## src/rtl/sdr_pkg.sv

```systemverilog
// Shared definitions for the SDRAM bank monitor.
// Holds the command encodings, bank-state and error enums, and burst-length decode.
package sdr_pkg;

   localparam int CNT_W = 8;
   localparam logic [2:0] BL_CODE_RST = 3'b011;
   localparam logic [2:0] BL_CODE_FULL = 3'b111;

   // {cs_n, ras_n, cas_n, we_n}
   typedef enum logic [3:0] {
      CMD_LMR = 4'b0000,
      CMD_REF = 4'b0001,
      CMD_PRE = 4'b0010,
      CMD_ACT = 4'b0011,
      CMD_WR  = 4'b0100,
      CMD_RD  = 4'b0101,
      CMD_BST = 4'b0110,
      CMD_NOP = 4'b0111
   } cmd_e;

   typedef enum logic [2:0] {
      ST_IDLE         = 3'b000,
      ST_PRE          = 3'b001,
      ST_ACT          = 3'b010,
      ST_XFR          = 3'b011,
      ST_DMA_LAST_PRE = 3'b100
   } bank_st_e;

   typedef enum logic [2:0] {
      ERR_NONE     = 3'd0,
      ERR_ACT_BUSY = 3'd1,
      ERR_RW_STATE = 3'd2,
      ERR_RW_TRCD  = 3'd3,
      ERR_REF_BUSY = 3'd4,
      ERR_LMR_BUSY = 3'd5
   } err_e;

   // Reserved codes fall back to an 8-beat burst.
   function automatic logic [CNT_W-1:0] bl_len_m1(input logic [2:0] code);
      case (code)
         3'b000:  return CNT_W'(0);
         3'b001:  return CNT_W'(1);
         3'b010:  return CNT_W'(3);
         default: return CNT_W'(7);
      endcase
   endfunction

   function automatic logic bl_is_full(input logic [2:0] code);
      return code == BL_CODE_FULL;
   endfunction

endpackage

```

## src/rtl/sdr_bank_trk.sv

```systemverilog
// Tracks one SDRAM bank: state, open row, tRCD countdown and the shared burst/tRP counter.
// Command strobes arrive pre-qualified by the top level, so no legality checks here.
module sdr_bank_trk
   import sdr_pkg::*;
#(
   parameter int TRCD = 3,
   parameter int TRP  = 3
) (
   input  logic             clk,
   input  logic             rst,
   input  logic             act_i,
   input  logic             rw_i,
   input  logic             rw_ap_i,
   input  logic             rw_full_i,
   input  logic [CNT_W-1:0] rw_len_m1_i,
   input  logic             bst_i,
   input  logic             pre_i,
   input  logic [12:0]      row_i,
   output logic [2:0]       st_o,
   output logic [12:0]      row_o,
   output logic             rcd_done_o
);

   localparam logic [CNT_W-1:0] CNT_ONE  = CNT_W'(1);
   localparam logic [CNT_W-1:0] RCD_LOAD = CNT_W'(TRCD - 1);
   localparam logic [CNT_W-1:0] TRP_LOAD = CNT_W'(TRP - 1);

   bank_st_e         st_q, st_d;
   logic [12:0]      row_q, row_d;
   logic [CNT_W-1:0] rcd_q, rcd_d;
   logic [CNT_W-1:0] cnt_q, cnt_d;
   logic             full_q, full_d;

   always_ff @(posedge clk or posedge rst) begin
      if (rst) begin
         st_q   <= ST_IDLE;
         row_q  <= '0;
         rcd_q  <= '0;
         cnt_q  <= '0;
         full_q <= 1'b0;
      end else begin
         st_q   <= st_d;
         row_q  <= row_d;
         rcd_q  <= rcd_d;
         cnt_q  <= cnt_d;
         full_q <= full_d;
      end
   end

   always_comb begin
      st_d   = st_q;
      row_d  = row_q;
      rcd_d  = (rcd_q != '0) ? rcd_q - CNT_ONE : '0;
      cnt_d  = cnt_q;
      full_d = full_q;

      case (st_q)
         ST_XFR: begin
            if (!full_q) begin
               if (cnt_q == '0) st_d = ST_ACT;
               else             cnt_d = cnt_q - CNT_ONE;
            end
         end
         ST_DMA_LAST_PRE: begin
            if (!full_q) begin
               if (cnt_q == '0) begin
                  st_d  = ST_PRE;
                  cnt_d = TRP_LOAD;
               end else begin
                  cnt_d = cnt_q - CNT_ONE;
               end
            end
         end
         ST_PRE: begin
            if (cnt_q == '0) st_d = ST_IDLE;
            else             cnt_d = cnt_q - CNT_ONE;
         end
         default: ;
      endcase

      // A command on this bank overrides any timer-driven transition in the same cycle.
      if (act_i) begin
         st_d  = ST_ACT;
         row_d = row_i;
         rcd_d = RCD_LOAD;
      end else if (rw_i) begin
         st_d   = rw_ap_i ? ST_DMA_LAST_PRE : ST_XFR;
         cnt_d  = rw_len_m1_i;
         full_d = rw_full_i;
      end else if (pre_i) begin
         st_d   = ST_PRE;
         cnt_d  = TRP_LOAD;
         full_d = 1'b0;
      end else if (bst_i && st_q == ST_XFR) begin
         st_d = ST_ACT;
      end
   end

   assign st_o       = st_q;
   assign row_o      = row_q;
   assign rcd_done_o = (rcd_q == '0);

endmodule

```

## src/rtl/sdr_bank_monitor.sv

```systemverilog
// Passive SDRAM protocol monitor: decodes sampled command pins, tracks four banks,
// and reports the first protocol violation of each command as a one-cycle pulse.
module sdr_bank_monitor
   import sdr_pkg::*;
#(
   parameter int TRCD = 3,
   parameter int TRP  = 3
) (
   input  logic             sdram_clk,
   input  logic             sdram_reset,
   input  logic             sdr_cke,
   input  logic             sdr_cs_n,
   input  logic             sdr_ras_n,
   input  logic             sdr_cas_n,
   input  logic             sdr_we_n,
   input  logic [1:0]       sdr_ba,
   input  logic [12:0]      sdr_addr,
   output logic [3:0][2:0]  bank_st,
   output logic [3:0][12:0] bank_row,
   output logic             err_valid,
   output logic [2:0]       err_code,
   output logic [1:0]       err_bank
);

   cmd_e             cmd;
   logic [3:0]       busy;
   logic [3:0]       rcd_done;
   logic [1:0]       low_busy;
   logic [3:0]       act_s, rw_s, pre_s;
   logic             bst_s;
   logic [2:0]       sel_st;
   err_e             err_d;
   logic [1:0]       eb_d;
   logic [2:0]       bl_code_q, bl_code_d;
   logic             err_valid_q;
   logic [2:0]       err_code_q;
   logic [1:0]       err_bank_q;

   assign cmd = (sdr_cke && !sdr_cs_n) ? cmd_e'({sdr_cs_n, sdr_ras_n, sdr_cas_n, sdr_we_n})
                                       : CMD_NOP;

   for (genvar gi = 0; gi < 4; gi++) begin : g_bank
      sdr_bank_trk #(
         .TRCD (TRCD),
         .TRP  (TRP)
      ) u_trk (
         .clk         (sdram_clk),
         .rst         (sdram_reset),
         .act_i       (act_s[gi]),
         .rw_i        (rw_s[gi]),
         .rw_ap_i     (sdr_addr[10]),
         .rw_full_i   (bl_is_full(bl_code_q)),
         .rw_len_m1_i (bl_len_m1(bl_code_q)),
         .bst_i       (bst_s),
         .pre_i       (pre_s[gi]),
         .row_i       (sdr_addr),
         .st_o        (bank_st[gi]),
         .row_o       (bank_row[gi]),
         .rcd_done_o  (rcd_done[gi])
      );
      assign busy[gi] = (bank_st[gi] != ST_IDLE);
   end

   always_comb begin
      low_busy = 2'd0;
      for (int b = 3; b >= 0; b--) begin
         if (busy[b]) low_busy = 2'(b);
      end
   end

   assign sel_st = bank_st[sdr_ba];

   always_comb begin
      err_d     = ERR_NONE;
      eb_d      = sdr_ba;
      act_s     = '0;
      rw_s      = '0;
      pre_s     = '0;
      bst_s     = 1'b0;
      bl_code_d = bl_code_q;

      case (cmd)
         CMD_ACT: begin
            if (sel_st != ST_IDLE) err_d = ERR_ACT_BUSY;
            else                   act_s[sdr_ba] = 1'b1;
         end
         CMD_RD, CMD_WR: begin
            if (sel_st != ST_ACT && sel_st != ST_XFR) err_d = ERR_RW_STATE;
            else if (!rcd_done[sdr_ba])               err_d = ERR_RW_TRCD;
            else                                      rw_s[sdr_ba] = 1'b1;
         end
         CMD_BST: bst_s = 1'b1;
         CMD_PRE: begin
            // Precharging an idle bank is legal and simply ignored.
            if (sdr_addr[10])              pre_s = busy;
            else if (sel_st != ST_IDLE)    pre_s[sdr_ba] = 1'b1;
         end
         CMD_REF: begin
            if (|busy) begin
               err_d = ERR_REF_BUSY;
               eb_d  = low_busy;
            end
         end
         CMD_LMR: begin
            if (|busy) begin
               err_d = ERR_LMR_BUSY;
               eb_d  = low_busy;
            end else begin
               bl_code_d = sdr_addr[2:0];
            end
         end
         default: ;
      endcase
   end

   always_ff @(posedge sdram_clk or posedge sdram_reset) begin
      if (sdram_reset) begin
         bl_code_q   <= BL_CODE_RST;
         err_valid_q <= 1'b0;
         err_code_q  <= 3'd0;
         err_bank_q  <= 2'd0;
      end else begin
         bl_code_q   <= bl_code_d;
         err_valid_q <= (err_d != ERR_NONE);
         err_code_q  <= err_d;
         err_bank_q  <= (err_d != ERR_NONE) ? eb_d : 2'd0;
      end
   end

   assign err_valid = err_valid_q;
   assign err_code  = err_code_q;
   assign err_bank  = err_bank_q;

endmodule
```

## config.mk

```make
export PLATFORM = sky130hd
export DESIGN_NAME = sdr_bank_monitor
export DESIGN_NICKNAME = d
export VERILOG_FILES = /design/src/rtl/sdr_pkg.sv /design/src/rtl/sdr_bank_trk.sv /design/src/rtl/sdr_bank_monitor.sv
export SDC_FILE = /design/constraint.sdc
export NUM_CORES = 1
export LEC_CHECK = 0
export BUFFER_PORTS_ARGS = -buffer_cell sky130_fd_sc_hd__buf_2
export CORE_MARGIN = 5
export CORE_UTILIZATION = 53
export DETAILED_ROUTE_END_ITERATION = 12
export GPL_ROUTABILITY_DRIVEN = 0
export MAX_ROUTING_LAYER = met4
export PLACE_DENSITY = 0.87
export SYNTH_ARGS = -nofsm -noshare
export SYNTH_HDL_FRONTEND = slang
export SYNTH_SLANG_ARGS = --single-unit
```

## constraint.sdc

```tcl
create_clock -name sdram_clk -period 4.42 [get_ports sdram_clk]
set_input_delay 0.442 -clock sdram_clk [delete_from_list [all_inputs] [get_ports sdram_clk]]
set_output_delay 0.442 -clock sdram_clk [all_outputs]
set_load 0.005 [all_outputs]
```

==> results.md <==
- Final setup vio count: 0
- Worst setup SP type: flip-flop
- Vias: 5,937
- CTS tree: yes
- Most common cell on crit path: nand2_1
- Async S/R FF share, synth: 1.00
- Comb power frac: 0.291
- Ys Warns: 0
- Status: finished, final reports clean
- Cell internal pwr: 3.13 mW
- Largest net degree at the start of global routing: 115
- Initial antenna violation count: 1
- Total routed wirelength: 18.1 mm
- Die ar.: 16,200 um2
- Power share of the sequential group: 0.418
- Highest clock rate: 359 MHz
- Maximum vdd drop: 0.000306 V
- Num rows: 42
- Worst path required time: 4680 ps
- Setup TNS: 0 ps
- Number of global-route vias before repair: 6,040
- Post-CTS setup buffers: 0
- IO buf count: 91
- Clk sinks: 141
- Die height: 127 um
- RSZ-0062 raised after global routing: no
- First-pass GRT wire length: 29.8 mm
- Fill cell count: 1,032
- Seq/Total Area, Yosys: 0.484
- Final min period: 2790 ps
- Worst clock skew: 10.3 ps
- Final period util: 0.631
- CTS clock-pin slew for the worst setup and hold paths: 60 ps
- Share of layout cells above drive strength 1: 0.217
- Worst Hold Class: input port to async pin
- Crit. Startpoint: g_bank[3].u_trk.st_o[2]
- Worst Setup End Kind: flip-flop
- CP max stage delay: 570 ps
- Nets: 839
- Area delta synth->final: 15.9%
- CP max stage cell: mux4_2
- Via density: 6.02
- DRT iter0 DRCs: 592
- R2r startpoint: g_bank[3].u_trk.st_o[2]
- Post-synth EDFFs: 0
- GRT overflow: 0
- Syn avg cell area: 10.3 um2
- Synth Net Count: 751
- Pwr dens: 573 nW/um2
- Rel. slew slack: 0.297
- Clock power share: 0.291
- CTS-repair resized insts: 0
- Area leader, netlist: dfrtp_1
- Area contributors post-synth: dfrtp_1 (48%), nor2_1 (4.8%), mux2_2 (4.2%)
- Cell-by-cell trace of the critical path: mux4_2 > or3b_4 > a41oi_4 > nand2_1 > nand2_1 > o221ai_1
- Synth Instances: 709
- Average wire per standard cell: 18.4 um
- Hold_buf cts: 0
- Multi-input logic area: 3520 um2
- DR pass1 iterations: 7
- FF-to-FF path depth: 6
- Reg2reg end: g_bank[2].u_trk.st_o[1]
- CP endpoint: g_bank[2].u_trk.st_o[1]
- Syn Std Cell Area: 7300 um2
- Count of final max-slew check failures: 0
- Pleak: 4.12 nW
- Worst Tran Pin Value: 1050 ps
- R2R Setup Slk: 1630 ps
- I/O pin total: 92
- Clk_lat worst skew: 420 ps
- Total CTS buffers: 17
- H-tree depth: 4
- Total core area: 13,400 um2
- Post-synthesis register bit count: 141
- Distinct cells, synth: 68
- Final hold violations: 0
- Hold_ws: 175 ps
- DP HPWL: 12.6 mm
- Initial core utilization: 0.545
- CP max FO: 12
- DRC Markers: 0
- NetSw: 1.72 mW
- Worst Path Arrival: 3050 ps
- Die X-Extent: 127 um
- Net Sw Frac: 0.354
- Setup CP Type: flip-flop to flip-flop
- Reg area: 3530 um2
- Dpl cells: 954
- Clock Tree Root: clkbuf_16
- Clock Tree Buf Depth: 2
- GRT Util Overall: 0.236
- Final ANT Viol Nets: 0
- Non-filler cells, final: 987
- Top FF cell, synth: dfrtp_1
- Top-area cell type share of the netlist area: 0.476
- Max-cap violations: 0
[layout make-up]
| type | instances | area share |
|---|---|---|
| timing repair buffer | 92 | 0.0547 |
| clock inverter | 14 | 0.0171 |
| inverter | 38 | 0.0174 |
| multi-input combinational | 507 | 0.415 |
| antenna | 1 | 0.000296 |
| sequential | 141 | 0.417 |
| tap | 176 | 0.0260 |
| clock buffer | 18 | 0.0519 |
[synthesized netlist by cell type (4+ instances only)]
| master | number |
|---|---|
| a221oi_1 | 4 |
| nor3_1 | 26 |
| xnor2_1 | 16 |
| clkbuf_1 | 13 |
| o211ai_1 | 4 |
| nor4_1 | 13 |
| a21oi_1 | 31 |
| nand2b_1 | 16 |
| nor3b_1 | 6 |
| a31oi_1 | 7 |
| o21ai_0 | 19 |
| or3_1 | 4 |
| xor2_1 | 11 |
| and3_1 | 7 |
| mux2_1 | 26 |
| nand3_1 | 18 |
| nand4_1 | 5 |
| nor2b_1 | 9 |
| mux2i_1 | 16 |
| o22ai_1 | 17 |
| nor2_1 | 93 |
| mux2_2 | 27 |
| a22oi_1 | 4 |
| a22o_1 | 4 |
| dfrtp_1 | 139 |
| ha_1 | 20 |
| inv_1 | 36 |
| and2_1 | 4 |
| nand2_1 | 37 |
| buf_2 | 8 |
| a21o_1 | 4 |
[worst min path at each step]
| stage | cells past startpoint | from | slack [ps] | endpoint |
|---|---|---|---|---|
| 6_report | 2 | sdram_reset | 170 | g_bank[1].u_trk.row_o[8] |
| 5_1_grt | 2 | sdr_addr[3] | 280 | g_bank[1].u_trk.row_o[3] |
| 4_1_cts | 2 | sdr_addr[5] | 270 | g_bank[1].u_trk.row_o[5] |
| 3_5_place_dp | 1 | g_bank[1].u_trk.rcd_q[0] | 450 | g_bank[1].u_trk.rcd_q[0] |
| 3_3_place_gp | 1 | g_bank[2].u_trk.rcd_q[0] | 440 | g_bank[2].u_trk.rcd_q[0] |
| 2_1_floorplan | 1 | g_bank[2].u_trk.rcd_q[0] | 430 | g_bank[2].u_trk.rcd_q[0] |
[cell families (layout without fill, tap and decap cells)]
family,after synthesis,count (layout),share of synthesized area
xor gates and xnor gates,27,27,0.0324
muxes,72,72,0.113
adders and majority gates,20,20,0.0343
buffers and inverters,61,162,0.0348
DFF,141,141,0.484
other,0,1,0
and+or+nand+nor,262,262,0.185
AOI/OAI and AO/OA,126,126,0.117
[per-layer routing]
layer  wire (um)  up-vias  GRT usage
li1            -     2716          -
met2        8520      303      0.357
met3        1590       52     0.0618
met4         495        0     0.0978
met1        7510     2866      0.304
met5           0        -          -
[power groups by stage]
stage / clock network (mW) / logic, mW / registers, mW
6_report: 1.41 / 1.41 / 2.03
5_1_grt: 1.49 / 1.59 / 2.07
4_1_cts: 1.43 / 1.41 / 2.01
3_5_place_dp: 0 / 1.38 / 2.03
3_3_place_gp: 0 / 1.33 / 2.01
2_1_floorplan: 0 / 1.10 / 1.92
[cells in the final DEF, fill, tap and decap left out, drive strengths merged, types with 5 or more instances in the layout]
| cell | netlist | final |
|---|---|---|
| dfrtp | 139 | 139 |
| nor2 | 94 | 94 |
| buf | 10 | 92 |
| mux2 | 53 | 53 |
| nand2 | 41 | 41 |
| inv | 38 | 39 |
| a21oi | 31 | 31 |
| nor3 | 26 | 26 |
| o21ai | 24 | 24 |
| ha | 20 | 20 |
| nand3 | 18 | 18 |
| clkbuf | 13 | 18 |
| o22ai | 17 | 17 |
| mux2i | 16 | 16 |
| nand2b | 16 | 16 |
| xnor2 | 16 | 16 |
| nor4 | 13 | 13 |
| xor2 | 11 | 11 |
| nor2b | 9 | 9 |
| and3 | 7 | 7 |
| a31oi | 7 | 7 |
| clkinv | 0 | 7 |
| nor3b | 6 | 6 |
| nand4 | 5 | 5 |
| or3 | 5 | 5 |
| o211ai | 5 | 5 |
[flip-flops by register name (all words and copies together) (netlist names)]
signal / flops
g_bank.u_trk.row_o: 52
g_bank.u_trk.cnt_q: 32
g_bank.u_trk.rcd_q: 32
g_bank.u_trk.st_o: 12
g_bank.u_trk.full_q: 4
bl_code_q: 3
err_code: 3
err_bank: 2
err_valid: 1
[stage by stage]
stage          power (mW)  instance area [um2]  setup slack (ps)  utilization
2_1_floorplan        3.02                 7300               200            -
3_3_place_gp         3.33                 7880              1580        0.588
3_5_place_dp         3.41                 7880              1490        0.588
4_1_cts              4.85                 8460              1690        0.631
5_1_grt              5.16                 8460              1530        0.632
6_report             4.85                 8460              1630        0.632
[worst max-delay path, delay by kind of cell (launching register included)]
kind            cells  cell delay [ps]
flops               1              520
simple gates        3             1070
mux                 1              570
compound gates      2              480
(Power assumes the default switching activity.)
